**src/rtl/mem_stage_pkg.sv**
```systemverilog
// mem_stage_pkg -- shared definitions for the load/store memory stage.
//   * RISC-V funct3 size/sign encodings for loads and stores
//   * FSM state type used by mem_stage
//   * helpers that derive lane count / lane-offset width from XLEN and
//     classify a funct3/address pair as legal and aligned
package mem_stage_pkg;

    // funct3 encodings (bit 2 = unsigned load, bits 1:0 = log2 of access bytes)
    localparam logic [2:0] F3_B  = 3'b000;
    localparam logic [2:0] F3_H  = 3'b001;
    localparam logic [2:0] F3_W  = 3'b010;
    localparam logic [2:0] F3_D  = 3'b011;
    localparam logic [2:0] F3_BU = 3'b100;
    localparam logic [2:0] F3_HU = 3'b101;
    localparam logic [2:0] F3_WU = 3'b110;

    typedef enum logic [1:0] {
        ST_IDLE = 2'd0,
        ST_BUS  = 2'd1,
        ST_RESP = 2'd2
    } state_e;

    // Number of byte lanes on the data bus.
    function automatic int lane_count(input int xlen);
        return xlen / 8;
    endfunction

    // Width of the byte offset inside one bus word.
    function automatic int off_width(input int xlen);
        return $clog2(xlen / 8);
    endfunction

    // D and WU only exist on a 64-bit datapath; 111 is never legal.
    function automatic logic funct3_legal(input logic [2:0] f3, input int xlen);
        case (f3)
            F3_B, F3_H, F3_W, F3_BU, F3_HU: return 1'b1;
            F3_D, F3_WU:                    return (xlen == 64);
            default:                        return 1'b0;
        endcase
    endfunction

    // Natural alignment check on the three low address bits.
    function automatic logic misaligned(input logic [2:0] f3, input logic [2:0] lo);
        case (f3[1:0])
            2'b01:   return lo[0];
            2'b10:   return |lo[1:0];
            2'b11:   return |lo;
            default: return 1'b0;
        endcase
    endfunction

endpackage

```
**src/rtl/mem_stage_load_extend.sv**
```systemverilog
// mem_stage_load_extend -- combinational load-data formatter.
// Selects the accessed bytes out of a full-lane bus word and sign- or
// zero-extends them to XLEN according to funct3.
// Ports:
//   rdata  [XLEN-1:0]  full-lane read data from the bus
//   funct3 [2:0]       access size/sign code of the load
//   offset [2:0]       byte offset of the access inside the bus word
//                      (upper bit is always 0 on a 32-bit datapath)
//   data   [XLEN-1:0]  extended load result
module mem_stage_load_extend
    import mem_stage_pkg::*;
#(
    parameter int XLEN = 32
) (
    input  logic [XLEN-1:0] rdata,
    input  logic [2:0]      funct3,
    input  logic [2:0]      offset,
    output logic [XLEN-1:0] data
);

    logic [XLEN-1:0] shifted;

    always_comb begin
        // Move the first accessed byte down to lane 0.
        shifted = rdata >> {offset, 3'b000};
        data    = '0;
        case (funct3)
            F3_B:    data = XLEN'($signed(shifted[7:0]));
            F3_H:    data = XLEN'($signed(shifted[15:0]));
            F3_W:    data = XLEN'($signed(shifted[31:0]));
            F3_BU:   data = XLEN'(shifted[7:0]);
            F3_HU:   data = XLEN'(shifted[15:0]);
            F3_WU:   data = XLEN'(shifted[31:0]);
            F3_D:    data = shifted;
            default: data = '0;
        endcase
    end

endmodule

```
**src/rtl/mem_stage.sv**
```systemverilog
// mem_stage -- single-outstanding load/store unit between a CPU pipeline
// and a simple request/acknowledge memory bus.
// A request is accepted in IDLE, checked for legality/alignment, then either
// answered immediately with an error or issued on the bus until mem_ack or
// until TIMEOUT bus cycles elapse. The response is a one-cycle pulse.
// Ports:
//   clk, rst_n                       clock, asynchronous active-low reset
//   req_valid/req_ready              CPU handshake (ready only in IDLE)
//   req_we, req_funct3, req_addr,    access type, size/sign code, byte
//   req_wdata                        address, store data
//   resp_valid, resp_rdata, resp_err one-cycle response, held data/error
//   mem_req, mem_we, mem_addr,       bus request, lane-aligned address,
//   mem_be, mem_wdata                byte enables, lane-replicated data
//   mem_ack, mem_rdata               bus completion and full-lane read data
module mem_stage
    import mem_stage_pkg::*;
#(
    parameter int XLEN    = 32,
    parameter int ADDR_W  = 32,
    parameter int TIMEOUT = 16
) (
    input  logic                 clk,
    input  logic                 rst_n,
    input  logic                 req_valid,
    output logic                 req_ready,
    input  logic                 req_we,
    input  logic [2:0]           req_funct3,
    input  logic [ADDR_W-1:0]    req_addr,
    input  logic [XLEN-1:0]      req_wdata,
    output logic                 resp_valid,
    output logic [XLEN-1:0]      resp_rdata,
    output logic                 resp_err,
    output logic                 mem_req,
    output logic                 mem_we,
    output logic [ADDR_W-1:0]    mem_addr,
    output logic [XLEN/8-1:0]    mem_be,
    output logic [XLEN-1:0]      mem_wdata,
    input  logic                 mem_ack,
    input  logic [XLEN-1:0]      mem_rdata
);

    localparam int LANES = lane_count(XLEN);
    localparam int OFF_W = off_width(XLEN);

    state_e              state_reg, state_next;
    logic [7:0]          cnt_reg, cnt_next;
    logic [XLEN-1:0]     resp_rdata_reg, resp_rdata_next;
    logic                resp_err_reg, resp_err_next;

    // Access attributes captured at acceptance.
    logic [2:0]          funct3_reg;
    logic [2:0]          off_reg;
    logic                we_reg;
    logic [ADDR_W-1:0]   mem_addr_reg;
    logic [LANES-1:0]    mem_be_reg;
    logic [XLEN-1:0]     mem_wdata_reg;

    logic                accept;
    logic                req_ok;
    logic                timeout_hit;
    logic [2:0]          req_off;
    logic [3:0]          off4;
    logic [3:0]          sz_bytes;
    logic [ADDR_W-1:0]   addr_aligned;
    logic [LANES-1:0]    be_calc;
    logic [XLEN-1:0]     wdata_rep;
    logic [XLEN-1:0]     load_data;

    assign accept       = req_valid && (state_reg == ST_IDLE);
    assign req_ok       = funct3_legal(req_funct3, XLEN) && !misaligned(req_funct3, req_addr[2:0]);
    // Counter reaches TIMEOUT at the end of this cycle if no ack arrives.
    assign timeout_hit  = (cnt_reg == 8'(TIMEOUT - 1));
    assign req_off      = 3'(req_addr[OFF_W-1:0]);
    assign off4         = 4'(req_off);
    assign sz_bytes     = 4'd1 << req_funct3[1:0];
    assign addr_aligned = req_addr & ~ADDR_W'(LANES - 1);

    // Per-lane byte enable and store-data replication. Each lane takes the
    // store byte at (lane mod access_size), so the data lines up with the
    // enabled lanes whatever the offset.
    genvar gi;
    generate
        for (gi = 0; gi < LANES; gi++) begin : g_lane
            assign be_calc[gi] = (4'(gi) >= off4) && (4'(gi) < off4 + sz_bytes);
            assign wdata_rep[gi*8 +: 8] =
                (req_funct3[1:0] == 2'b00) ? req_wdata[7:0] :
                (req_funct3[1:0] == 2'b01) ? req_wdata[(gi % 2)*8 +: 8] :
                (req_funct3[1:0] == 2'b10) ? req_wdata[(gi % 4)*8 +: 8] :
                                             req_wdata[gi*8 +: 8];
        end
    endgenerate

    mem_stage_load_extend #(
        .XLEN (XLEN)
    ) u_load_extend (
        .rdata  (mem_rdata),
        .funct3 (funct3_reg),
        .offset (off_reg),
        .data   (load_data)
    );

    always_comb begin
        state_next      = state_reg;
        cnt_next        = cnt_reg;
        resp_rdata_next = resp_rdata_reg;
        resp_err_next   = resp_err_reg;
        case (state_reg)
            ST_IDLE: begin
                cnt_next = '0;
                if (req_valid) begin
                    if (req_ok) begin
                        state_next = ST_BUS;
                    end else begin
                        state_next      = ST_RESP;
                        resp_err_next   = 1'b1;
                        resp_rdata_next = '0;
                    end
                end
            end
            ST_BUS: begin
                // An ack arriving in the expiry cycle still completes normally.
                if (mem_ack) begin
                    state_next      = ST_RESP;
                    resp_err_next   = 1'b0;
                    resp_rdata_next = we_reg ? '0 : load_data;
                end else if (timeout_hit) begin
                    state_next      = ST_RESP;
                    resp_err_next   = 1'b1;
                    resp_rdata_next = '0;
                end else begin
                    cnt_next = cnt_reg + 8'd1;
                end
            end
            ST_RESP: state_next = ST_IDLE;
            default: state_next = ST_IDLE;
        endcase
    end

    always_ff @(posedge clk or negedge rst_n) begin
        if (!rst_n) begin
            state_reg      <= ST_IDLE;
            cnt_reg        <= '0;
            resp_rdata_reg <= '0;
            resp_err_reg   <= 1'b0;
        end else begin
            state_reg      <= state_next;
            cnt_reg        <= cnt_next;
            resp_rdata_reg <= resp_rdata_next;
            resp_err_reg   <= resp_err_next;
        end
    end

    always_ff @(posedge clk or negedge rst_n) begin
        if (!rst_n) begin
            funct3_reg    <= '0;
            off_reg       <= '0;
            we_reg        <= 1'b0;
            mem_addr_reg  <= '0;
            mem_be_reg    <= '0;
            mem_wdata_reg <= '0;
        end else if (accept) begin
            funct3_reg    <= req_funct3;
            off_reg       <= req_off;
            we_reg        <= req_we;
            mem_addr_reg  <= addr_aligned;
            mem_be_reg    <= be_calc;
            mem_wdata_reg <= wdata_rep;
        end
    end

    assign req_ready  = (state_reg == ST_IDLE);
    assign resp_valid = (state_reg == ST_RESP);
    assign resp_rdata = resp_rdata_reg;
    assign resp_err   = resp_err_reg;
    assign mem_req    = (state_reg == ST_BUS);
    assign mem_we     = we_reg;
    assign mem_addr   = mem_addr_reg;
    assign mem_be     = mem_be_reg;
    assign mem_wdata  = mem_wdata_reg;

endmodule

```
**config.mk**
```make
export PLATFORM = sky130hd
export DESIGN_NAME = mem_stage
export DESIGN_NICKNAME = d
export VERILOG_FILES = /design/src/rtl/mem_stage_pkg.sv /design/src/rtl/mem_stage_load_extend.sv /design/src/rtl/mem_stage.sv
export SDC_FILE = /design/constraint.sdc
export NUM_CORES = 1
export LEC_CHECK = 0
export ABC_AREA = 1
export CAP_MARGIN = 20
export CORE_MARGIN = 1.5
export CORE_UTILIZATION = 45
export CTS_CLUSTER_DIAMETER = 120
export DETAILED_ROUTE_END_ITERATION = 12
export PLACE_DENSITY = 0.86
export SYNTH_ARGS = -nofsm -noshare
export SYNTH_HDL_FRONTEND = slang
export SYNTH_SLANG_ARGS = --single-unit
```
**constraint.sdc**
```tcl
create_clock -name clk -period 1.8 [get_ports clk]
set_input_delay 0.54 -clock clk [delete_from_list [all_inputs] [get_ports clk]]
set_output_delay 0.54 -clock clk [all_outputs]
set_load 0.02 [all_outputs]
```
==> metrics.csv, run 1 <==
stage;metric;value;unit
yosys;Post-synth EDFFs;0;
min_path;Hold WC Path Type;input port to async pin;
place;HPWL Detailed;12450;um
run;max-cap viol count;0;
floorplan;Die Ht;115.6;um
cells_and_area;non-filler cells, final;1177;
yosys;most instantiated cells after synthesis;374 x nand2_1, 115 x dfrtp_1, 50 x nand3_1;
floorplan;Starting Density;46.74;%
cells_and_area;Area Overhead vs Synth;54.12;%
floorplan;core area;12210;sq um
grt;number of global-route vias before repair;5609;
worst_setup_path;Worst Path Class, Setup;input port to register;
routing;via/cell ratio;4.988;
floorplan;I/O Pins;209;
clocking;clk root buf;clkbuf_16;
cells_and_area;nets@finish;1104;
routing;Detailed Routing Iterations Pass 1;5;
yosys;register bit total from synthesis;115;
sta;min cycle time layout;1.759;ns
sta;Hold Vio Cnt, Final;0;
cells_and_area;fill cell count;989;
yosys;Post-Synthesis Cells;757;
routing;DR iter-0 viols;518;
routing;WL/cell;14.58;um
clocking;H-tree Lvls;4;
power_and_ir_drop;P per Cell Area;1709;nW/um^2
place;Port Buffers;206;
outcome;status;complete, no violations;
sta;Final Skew;0.008739;ns
floorplan;num rows;40;
routing;DRC viols;0;
yosys;Synth top area share;50.42;%
yosys;Synth cell types;31;
worst_setup_path;Req. time, crit path;2.11;ns
clocking;clk buf depth;2;
grt;first-pass GRT wire length;27610;um
yosys;Async SR Flop Fraction;100.0;%
grt;largest net degree at the start of global routing;35;
yosys;top cell type by total area after synthesis;dfrtp_1;
yosys;largest cells by area after synthesis;dfrtp_1 50%, nand2_1 25%, nand3_1 4.4%;
routing;post-route ant nets;0;
grt;gr ovfl total;0;
place;Placer Congestion;0.8840;
yosys;Seq/Total Area, Yosys;50.42;%
routing;Vias;5871;
worst_setup_path;critical path peak fanout;4;
cells_and_area;fin util;72.04;%
cells_and_area;share of cells above drive strength 1;11.71;%
grt;GRT Total Usage;26.79;%
routing;total wire length;17160;um
place;placed insts;1144;
worst_setup_path;critical path startpoint category;input port;
yosys;count leader, synth;nand2_1;
cells_and_area;register area;2879;sq um
power_and_ir_drop;total power;15.04;mW
clocking;clock-pin slew of the registers on the worst-case setup and hold paths;0.05;ns
yosys;Main synth FF type;dfrtp_1;
worst_setup_path;endpoint type of the worst setup path;register;
sta;fmax;568.4;MHz
sta;count of final setup violators;0;
clocking;CTS tree;done;
floorplan;Die W;115.6;um
sta;RSZ-0062 raised after global routing;false;
cells_and_area;multi-input logic area;2542;sq um
clocking;Skew-Pair Late Insertion Delay;0.42;ns
clocking;number of CTS-inserted buffers;17;
worst_setup_path;CP arrival;2.07;ns
worst_setup_path;path depth of the worst reg2reg path;8;
floorplan;die area;13370;sq um
power_and_ir_drop;Worst VDD drop;1.128;mV
sta;Final Max Tran Viols;0;
sta;fin crit share;97.75;%
power_and_ir_drop;LEAKAGE;4.709;nW
yosys;Avg Synthesized Cell Area;7.540;sq um
grt;initial antenna violation count;1;
yosys;post-synthesis cell area;5708;sq um
clocking;clock sink total;115;
yosys;Yosys warnings;0;
[report_power, final]
group / internal, mW / total [mW] / switching (mW)
clock network: 2.37 / 3.54 / 1.17
logic: 2.75 / 7.12 / 4.37
registers: 3.70 / 4.38 / 0.677
[per-layer routing]
metal	global-route usage [%]	part of all wire (%)	up-vias
li1	-	-	2878
met1	34.21	42	2713
met2	42.64	48	241
met3	7.688	7.5	39
met4	11.95	3.0	0
met5	0	0	-
[layout make-up]
| type | count | share of cell area (%) |
|---|---|---|
| inverters | 32 | 1.479 |
| clock buffers | 21 | 5.234 |
| flip-flops and latches | 115 | 32.73 |
| diodes | 1 | 0.02845 |
| well taps | 168 | 2.389 |
| clock inverters | 10 | 1.778 |
| repair buffers | 258 | 27.46 |
| multi-input cells | 572 | 28.90 |
[final timing paths]
kind                              from              to  slack [ns]
setup / recovery           req_addr[0]       mem_be[0]        0.04
hold / removal                   rst_n      cnt_reg[6]        0.08
setup reg to reg            cnt_reg[1]  resp_rdata[19]        0.18
hold reg to reg               resp_err        resp_err        0.46
max in group asynchronous        rst_n    state_reg[1]        1.22
min in group clk              resp_err        resp_err        0.46
[per-stage QoR]
| stage | hold WS (ns) | cell area (sq um) | TNS [ns] | setup slack [ns] |
|---|---|---|---|---|
| 6_report | 0.08023 | 8797 | 0 | 0.04054 |
| 5_1_grt | 0.1036 | 8797 | 0 | 0.002175 |
| 4_1_cts | 0.07459 | 8768 | 0 | 0.004006 |
| 3_5_place_dp | 0.4583 | 8269 | -20.65 | -0.5375 |
| 3_3_place_gp | 0.4525 | 8269 | -18.55 | -0.4760 |
| 2_1_floorplan | 0.2444 | 5761 | 0 | 0.003553 |
[critical path, stage by stage]
cell and delay [ns]:
clkdlybuf4s50_1 0.52, ha_4 0.22, fa_2 0.40, o21ai_4 0.19
nand2_1 0.07, nand2_1 0.07, nand2_1 0.05
[logic make-up (layout without fill, tap and decap cells)]
family / count (synthesis) / in the layout / synth area share (%)
DFF: 115 / 115 / 50.42
buffers and inverters: 71 / 321 / 6.203
AOI/OAI and AO/OA: 79 / 79 / 7.409
xor gates and xnor gates: 2 / 2 / 0.3069
adders and majority gates: 4 / 4 / 1.008
and+or+nand+nor: 485 / 485 / 34.59
other: 1 / 3 / 0.06570
[placed cells by master, fill, tap and decap left out, types with 22 or more instances in the layout]
master           netlist  routed
nand3_1               50      49
buf_4                  5      46
inv_1                 23      22
clkdlybuf4s50_1        0     100
a21oi_1               27      27
dfrtp_1              115     114
nor2_1                43      43
dlygate4sd2_1          0     100
o21ai_0               23      22
nand2_1              374     372
[what timing repair did]
item | in CTS | in global routing
pin swaps | 2 | 3
gates resized for setup | 118 | 5
buffers inserted | 1 | 0
hold buffers | 0 | 0
endpoints found under the setup margin | 107 | 39
No activity file was read; power rests on OpenSTA's default activity.
==> inputs of run 2 (changes only) <==
CAP_MARGIN = 10   (was 20)
==> results of run 2 <==
Same layout as run 1: the final DEF is identical, and so are final timing and power.
==> inputs of run 3 (changes only) <==
CTS_CLUSTER_DIAMETER = not set   (was 120)
clock period = 1.9 ns   (was 1.8 ns; I/O delays follow)
==> metrics.csv, run 3 (same netlist as run 1, synthesis figures left out) <==
stage;metric;value;unit;change
floorplan;core area;12210;sq um;unchanged
floorplan;num rows;40;;unchanged
clocking;clock-pin slew of the registers on the worst-case setup and hold paths;0.05;ns;about the same
routing;DRC viols;0;;unchanged
worst_setup_path;Req. time, crit path;1.33;ns;-0.78 ns
worst_setup_path;worst stage delay on the critical path;0.45;ns;-0.07 ns
cells_and_area;fin util;70.87;%;-1.2 points
worst_setup_path;endpoint type of the worst setup path;output pin;;
worst_setup_path;FF-to-FF setup slack;0.21;ns;+0.03 ns
sta;RSZ-0062 raised after global routing;false;;
outcome;status;complete, no violations;;
min_path;Hold WC Path Type;input port to async pin;;
worst_setup_path;Buf+Inv Stages, Crit Path;3;;+2
sta;Final Skew;0.005098;ns;-0.003641 ns
routing;post-route ant nets;0;;unchanged
place;Placer Congestion;0.8695;;-1.6%
worst_setup_path;critical path peak fanout;3;;-1
place;Port Buffers;206;;unchanged
worst_setup_path;critical path's slowest cell;dfrtp_2;;
grt;largest net degree at the start of global routing;39;;+11%
sta;Hold Slack;0.07714;ns;-0.003093 ns
grt;gr ovfl total;0;;unchanged
cells_and_area;commonest non-fill, non-tap cell in the layout;nand2_1;;
routing;DR iter-0 viols;466;;-10%
sta;count of final setup violators;0;;unchanged
clocking;number of CTS-inserted buffers;17;;unchanged
worst_setup_path;Reg2Reg Launch Point;state_reg[1];;
clocking;clk root buf;clkbuf_16;;
grt;first-pass GRT wire length;26970;um;-2.3%
worst_setup_path;critical path startpoint category;register;;
routing;Vias;5813;;-0.99%
floorplan;I/O Pins;209;;unchanged
worst_setup_path;crit path from;state_reg[1];;
power_and_ir_drop;P per Cell Area;1604;nW/um^2;-6.1%
grt;GRT Total Usage;26.12;%;-0.67 points
routing;via/cell ratio;4.998;;+0.20%
run;max-cap viol count;0;;unchanged
routing;WL/cell;14.33;um;-1.7%
worst_setup_path;Crit path depth;4;;-3
clocking;Setup Buffers After CTS;0;;-1
clocking;H-tree Lvls;4;;unchanged
sta;fin crit share;96.17;%;
worst_setup_path;Worst Path Class, Setup;register to output pin;;
sta;Hold Vio Cnt, Final;0;;unchanged
grt;initial antenna violation count;0;;-1
worst_setup_path;critical-path cell list;inv_2, nand2_2, inv_4, buf_2;;
cells_and_area;multi-input logic area;2511;sq um;-1.2%
sta;Final Max Tran Viols;0;;unchanged
floorplan;Die Ht;115.6;um;unchanged
cells_and_area;# diodes;0;;-1
cells_and_area;fill cell count;997;;+0.81%
floorplan;die area;13370;sq um;unchanged
worst_setup_path;CP arrival;1.26;ns;-0.81 ns
cells_and_area;register area;2879;sq um;unchanged
worst_setup_path;Top delay family on crit path;flip-flops;;
clocking;clock sink total;115;;unchanged
place;HPWL Detailed;11870;um;-4.6%
cells_and_area;share of cells above drive strength 1;10.45;%;-1.3 points
power_and_ir_drop;Worst VDD drop;0.9454;mV;-16%
routing;Detailed Routing Iterations Pass 1;5;;unchanged
clocking;clk buf depth;2;;unchanged
floorplan;Die W;115.6;um;unchanged
sta;min cycle time layout;1.827;ns;
clocking;Skew-Pair Late Insertion Delay;0.41;ns;about the same
power_and_ir_drop;LEAKAGE;4.640;nW;-1.5%
cells_and_area;most frequent cells in the layout;372 x nand2_1, 114 x dfrtp_1, 100 x clkdlybuf4s50_1, 100 x dlygate4sd2_1, 49 x nand3_1;;
routing;total wire length;16670;um;-2.9%
cells_and_area;nets@finish;1091;;-1.2%
grt;number of global-route vias before repair;5546;;-1.1%
worst_setup_path;path depth of the worst reg2reg path;10;;+2
cells_and_area;Area Overhead vs Synth;51.62;%;
sta;fmax;547.3;MHz;
clocking;CTS tree;done;;
floorplan;Starting Density;46.74;%;unchanged
==> run 3: timing repair <==
action | in CTS | in global routing
setup endpoints to repair | 103 | 38
hold buffers | 0 | 0
hold endpoints to repair | 0 | 0
resized for setup | 109 | 7
pin swaps | 0 | 2
==> run 3: path summary, 6_finish.rpt <==
kind	end
max	mem_req
min	cnt_reg[2]
max reg2reg	state_reg[1]
min reg2reg	resp_rdata[6]
max in group asynchronous	mem_addr[19]
min in group clk	resp_rdata[6]
==> run 3: metal layers <==
layer	vias to the layer above	routed length, um	global-route usage [%]
li1	2849	-	-
met1	2692	6778	32.71
met2	251	8259	43.31
met3	21	1415	8.002
met4	0	213	8.780
met5	-	0	0
==> run 3: final cells by class <==
class / count / area share, %
timing repair buffer: 245 / 26.92
multi-input combinational: 572 / 29.02
tap: 168 / 2.429
clock inverter: 13 / 1.851
clock buffer: 18 / 5.074
inverter: 32 / 1.446
sequential: 115 / 33.27
==> run 3: through the flow <==
stage | power, mW | std cells | area [sq um] | setup slack [ns] | TNS (ns)
3_5_place_dp | 11.41 | 1132 | 8174 | -0.4382 | -15.50
4_1_cts | 13.98 | 1163 | 8645 | 0.0006317 | 0
6_report | 13.89 | 1163 | 8655 | 0.07286 | 0
2_1_floorplan | 8.153 | 758 | 5731 | 0.002178 | 0
5_1_grt | 14.83 | 1163 | 8655 | 0.01486 | 0
3_3_place_gp | 11.28 | 1132 | 8174 | -0.3568 | -11.98
==> run 3: where the power goes <==
part	leakage, nW	internal, mW	switching [mW]
clock	0.280	2.08	1.12
combinational	2.90	2.46	4.09
sequential	1.46	3.51	0.628
total	4.64	8.05	5.84
